===== src/rtl/video_wr_packer.sv =====
// video_wr_packer: packs active-video pixels into addressed memory words and
// buffers them in a small FIFO drained over a req/ack write port.
module video_wr_packer #(
    parameter int PIX_W      = 8,
    parameter int PACK       = 4,
    parameter int ADDR_W     = 16,
    parameter int FIFO_DEPTH = 4
) (
    input  logic                          clk,
    input  logic                          rstb,
    input  logic                          hav,
    input  logic                          vav,
    input  logic [PIX_W-1:0]              pix_data,
    output logic                          wr_req,
    output logic [ADDR_W-1:0]             wr_addr,
    output logic [PIX_W*PACK-1:0]         wr_data,
    input  logic                          wr_ack,
    output logic                          frame_start,
    output logic                          overflow,
    output logic [$clog2(FIFO_DEPTH):0]   fifo_level
);
    localparam int CW = $clog2(PACK);
    localparam int LW = $clog2(FIFO_DEPTH);
    localparam int WW = PIX_W * PACK;
    localparam int EW = ADDR_W + WW;

    logic              hav_prev, vav_prev;
    logic [CW-1:0]     pack_cnt;
    logic [WW-1:0]     pack_reg, next_word;
    logic [ADDR_W-1:0] addr_cnt;
    logic [EW-1:0]     mem [FIFO_DEPTH];
    logic [EW-1:0]     last_head;
    logic [LW:0]       wr_ptr, rd_ptr;
    logic              rise, fall, push, pop, full, keep;

    always_comb begin
        next_word = pack_reg;
        for (int i = 0; i < PACK; i++)
            if (hav && pack_cnt == CW'(i)) next_word[i*PIX_W +: PIX_W] = pix_data;
    end

    // A frame start wins over word completion and line-end flush: the partial word is discarded.
    assign rise       = vav & ~vav_prev;
    assign fall       = hav_prev & ~hav;
    assign push       = ~rise & ((hav & (pack_cnt == CW'(PACK - 1))) | (fall & (pack_cnt != '0)));
    assign fifo_level = wr_ptr - rd_ptr;
    assign full       = fifo_level == (LW + 1)'(FIFO_DEPTH);
    assign wr_req     = fifo_level != '0;
    assign pop        = wr_req & wr_ack;
    assign keep       = push & (~full | pop);
    // When empty the port shows the last head that was accepted.
    assign {wr_addr, wr_data} = wr_req ? mem[rd_ptr[LW-1:0]] : last_head;

    always_ff @(posedge clk)
        if (keep) mem[wr_ptr[LW-1:0]] <= {addr_cnt, next_word};

    always_ff @(posedge clk or negedge rstb) begin
        if (!rstb) begin
            hav_prev    <= 1'b0;
            vav_prev    <= 1'b0;
            frame_start <= 1'b0;
            pack_cnt    <= '0;
            pack_reg    <= '0;
            addr_cnt    <= '0;
            wr_ptr      <= '0;
            rd_ptr      <= '0;
            last_head   <= '0;
            overflow    <= 1'b0;
        end else begin
            hav_prev    <= hav;
            vav_prev    <= vav;
            frame_start <= rise;
            pack_cnt    <= (rise | push) ? '0 : hav ? pack_cnt + 1'b1 : pack_cnt;
            pack_reg    <= (rise | push) ? '0 : next_word;
            addr_cnt    <= rise ? '0 : push ? addr_cnt + 1'b1 : addr_cnt;
            wr_ptr      <= wr_ptr + (LW + 1)'(keep);
            rd_ptr      <= rd_ptr + (LW + 1)'(pop);
            if (pop) last_head <= mem[rd_ptr[LW-1:0]];
            if (push & full & ~pop) overflow <= 1'b1;
        end
    end
endmodule

===== config.mk =====
export PLATFORM = sky130hd
export DESIGN_NAME = video_wr_packer
export DESIGN_NICKNAME = d
export VERILOG_FILES = /design/src/rtl/video_wr_packer.sv
export SDC_FILE = /design/constraint.sdc
export NUM_CORES = 1
export LEC_CHECK = 0
export ABC_CLOCK_PERIOD_IN_PS = 6900
export BUFFER_PORTS_ARGS = -buffer_cell sky130_fd_sc_hd__buf_2
export CORE_MARGIN = 5
export CORE_UTILIZATION = 54
export CTS_CLUSTER_DIAMETER = 150
export DETAILED_ROUTE_END_ITERATION = 8
export PLACE_DENSITY = 0.72
export SYNTH_ARGS = -nofsm -noshare
export SYNTH_HDL_FRONTEND = slang
export SYNTH_SLANG_ARGS = --single-unit

===== constraint.sdc =====
create_clock -name clk -period 6.9 [get_ports clk]
set_clock_uncertainty 0.15 [all_clocks]
set_input_delay 1.035 -clock clk [delete_from_list [all_inputs] [get_ports clk]]
set_output_delay 1.035 -clock clk [all_outputs]
set_load 0.005 [all_outputs]

==> run_results.csv <==
group,metric,value,unit
status,status,"completed",
timing,fin_crit_sh,68.2,%
clock_network,clockBufferDepth,3,
global_route,grt_pass1_vias,6664,
finish,drive_gt1_share,38.3,%
synth,synthMuxAreaShare,20.3,%
synth,ys_ff_latch,300,
synth,yosysUniqueCellTypes,43,
power,leakage,5.24,nW
critical_path,start_kind,"flop",
detailed_routing,drt-initial-drc-count,311,
synth,yosys.area.top_type,"edfxtp_1",
clock_network,cts_made_buffers,30,
critical_path,worstPathRequired,5.71,ns
place,numPortBuffers,66,
critical_path,crit_fanout,30,
power,power_density,458,mW/mm2
finish,diodes,0,
timing,relSlewSlack,34.1,%
timing,grt_setup_unrepaired,"no",
detailed_routing,ant_nets,0,
critical_path,cp.arrival,3.52,ns
synth,synth_xor_area_share,0.986,%
clock_network,ctsRootBufferMaster,"clkbuf_16",
synth,yosys_warnings,0,
synth,ys_async_sr_fraction,36.0,%
detailed_routing,wl_per_cell,20.9,um
clock_network,cts_tree,"yes",
synth,dominantRegCellSynth,"edfxtp_1",
die,die_w,160,um
run,maxCapViolations,0,
global_route,grt_pass1_wl,36.3,mm
global_route,grt_use_total,17.6,%
clock_network,clk_pin_slew,0.06,ns
finish,syn_to_final_growth,12.7,%
timing,whs,0.342,ns
detailed_routing,routed_via_density,5.74,
timing,timing_hold_violations_final,0,
clock_network,hold_buffers,0,
finish,largest_register_ff_count,192,
die,initial_utilization,54.3,%
synth,syn_inst,663,
synth,synth.most_common_cell,"edfxtp_1",
detailed_routing,dr.pass1.iters,4,
global_route,overflow,0,
synth,syn_nets,687,
worst_hold_path,hold_path_class,"reg2reg",
timing,finalMaxSlewViolations,0,
timing,tightest_slew,0.989,ns
timing,setup_ws,2.19,ns
clock_network,cts_resized,0,
clock_network,post_cts_buffers,0,
finish,nNetsFinal,763,
synth,synth_compound_area_share,1.38,%
detailed_routing,vias,6011,
die,row_count,55,
die,io_pins,67,
synth,synth_top_area_share,47.3,%
synth,synthAdderAreaFrac,1.19,%
timing,fmax,212,MHz
die,die_h,160,um
synth,synth_area_per_cell,18.4,um2
timing,fin_crit,4.71,ns
clock_network,clk_latency,0.54,ns
critical_path,crit_path_end_kind,"primary output",
global_route,grt_start_max_net_pins,64,
timing,tns,0,ns
detailed_routing,wirelength,22.0,mm
die,die-area,0.0257,mm2
synth,synth_seq_area_share,69.5,%
place,routabilityCongestion,0.710,
power,ir_worst_vdd,0.272,mV
clock_network,cts_sinks,300,
synth,synth_common_cells,"192 x edfxtp_1, 108 x dfrtp_1, 102 x mux2_2",
synth,synth_top_family_by_area,"multiplexers",
place,pre_cts_ws,2.73,ns
detailed_routing,drc,0,
synth,synth_enable_flop_cells,192,
synth,yosys-top-cells-area,"edfxtp_1 47%, dfrtp_1 22%, mux2_2 9.4%, mux4_2 8.9%, nor2b_1 1.7%",
place,hpwlAfterDp,12.9,mm
die,core,0.0224,mm2
synth,synth_simple_gate_area_share,4.65,%
timing,setup_violations,0,
critical_path,criticalPathCategory,"reg2out",
synth,synth_area,0.0122,mm2
clock_network,h-tree-depth,1,
global_route,antenna_found_initial,0,
## worst max-delay path: stages, from the launching register on
cell and delay (ns):
dfrtp_1 0.39, inv_1 0.08, ha_1 0.21, fa_1 0.37
xor3_1 0.29, or3_2 0.67, buf_4 0.44, mux2_2 0.38
buf_2 0.12
## metrics by stage
step | total power [mW] | std cells | utilization (%) | instance area, um2
2_1_floorplan | 4.14 | 663 | - | 12200
3_3_place_gp | 4.71 | 992 | 56.8 | 12700
3_5_place_dp | 4.80 | 992 | 56.8 | 12700
4_1_cts | 6.39 | 1048 | 61.2 | 13700
5_1_grt | 6.68 | 1048 | 61.2 | 13700
6_report | 6.29 | 1048 | 61.2 | 13700
## worst paths after layout
kind | to | slack (ns) | cells after the start | from
max in group asynchronous | addr_cnt[13]$_DFFE_PN0N_ | 4.95 | 2 | rstb
worst max-delay path | wr_addr[15] | 2.19 | 8 | wr_ptr[0]$_DFF_PN0_
worst min register to register | last_head[9]$_DFFE_PN0N_ | 0.34 | 1 | last_head[9]$_DFFE_PN0N_
worst min-delay path | last_head[9]$_DFFE_PN0N_ | 0.34 | 1 | last_head[9]$_DFFE_PN0N_
worst max register to register | rd_ptr[2]$_DFF_PN0_ | 3.20 | 10 | wr_ptr[0]$_DFF_PN0_
min in group asynchronous | last_head[45]$_DFFE_PN0N_ | 0.37 | 1 | rstb
## kinds of logic after synthesis
family,Yosys count
flops,300
simple gates,105
mux,169
xor+xnor,12
compound gates,26
buf+inv,40
fa+ha+maj,11
## area by class of cell
class | count | area (um2)
multi-input combinational | 323 | 3480
clock buffer | 42 | 847
sequential | 300 | 8470
timing repair buffer | 76 | 408
clock inverter | 14 | 129
tap | 285 | 357
inverter | 8 | 30.0
fill | 1589 | 8710
## power by group
part           leakage (nW)  internal (mW)  total, mW  switching [mW]
Clock                 0.478          0.931       1.58           0.645
Sequential             3.13           2.33       2.46           0.130
Combinational          1.64           1.21       2.25            1.05
## routing by layer
metal,routed length [um],part of all wire [%],vias up,track usage [%]
li1,-,-,2699,-
met1,9160,42,3147,23.3
met2,11400,52,136,30.9
met3,1060,4.8,29,2.81
met4,367,1.7,0,4.26
met5,0,0,-,0
## layout by cell type, fill, tap and decap left out, types with 9 or more instances in the layout
cell / count
ha_1: 10
buf_2: 65
edfxtp_1: 192
mux4_2: 48
nor2b_1: 33
dfrtp_1: 106
nand2_1: 32
clkbuf_16: 31
buf_4: 11
mux2_1: 9
mux2_4: 9
nor2_1: 12
mux2_2: 102
Power figures use the tool's default switching activity.
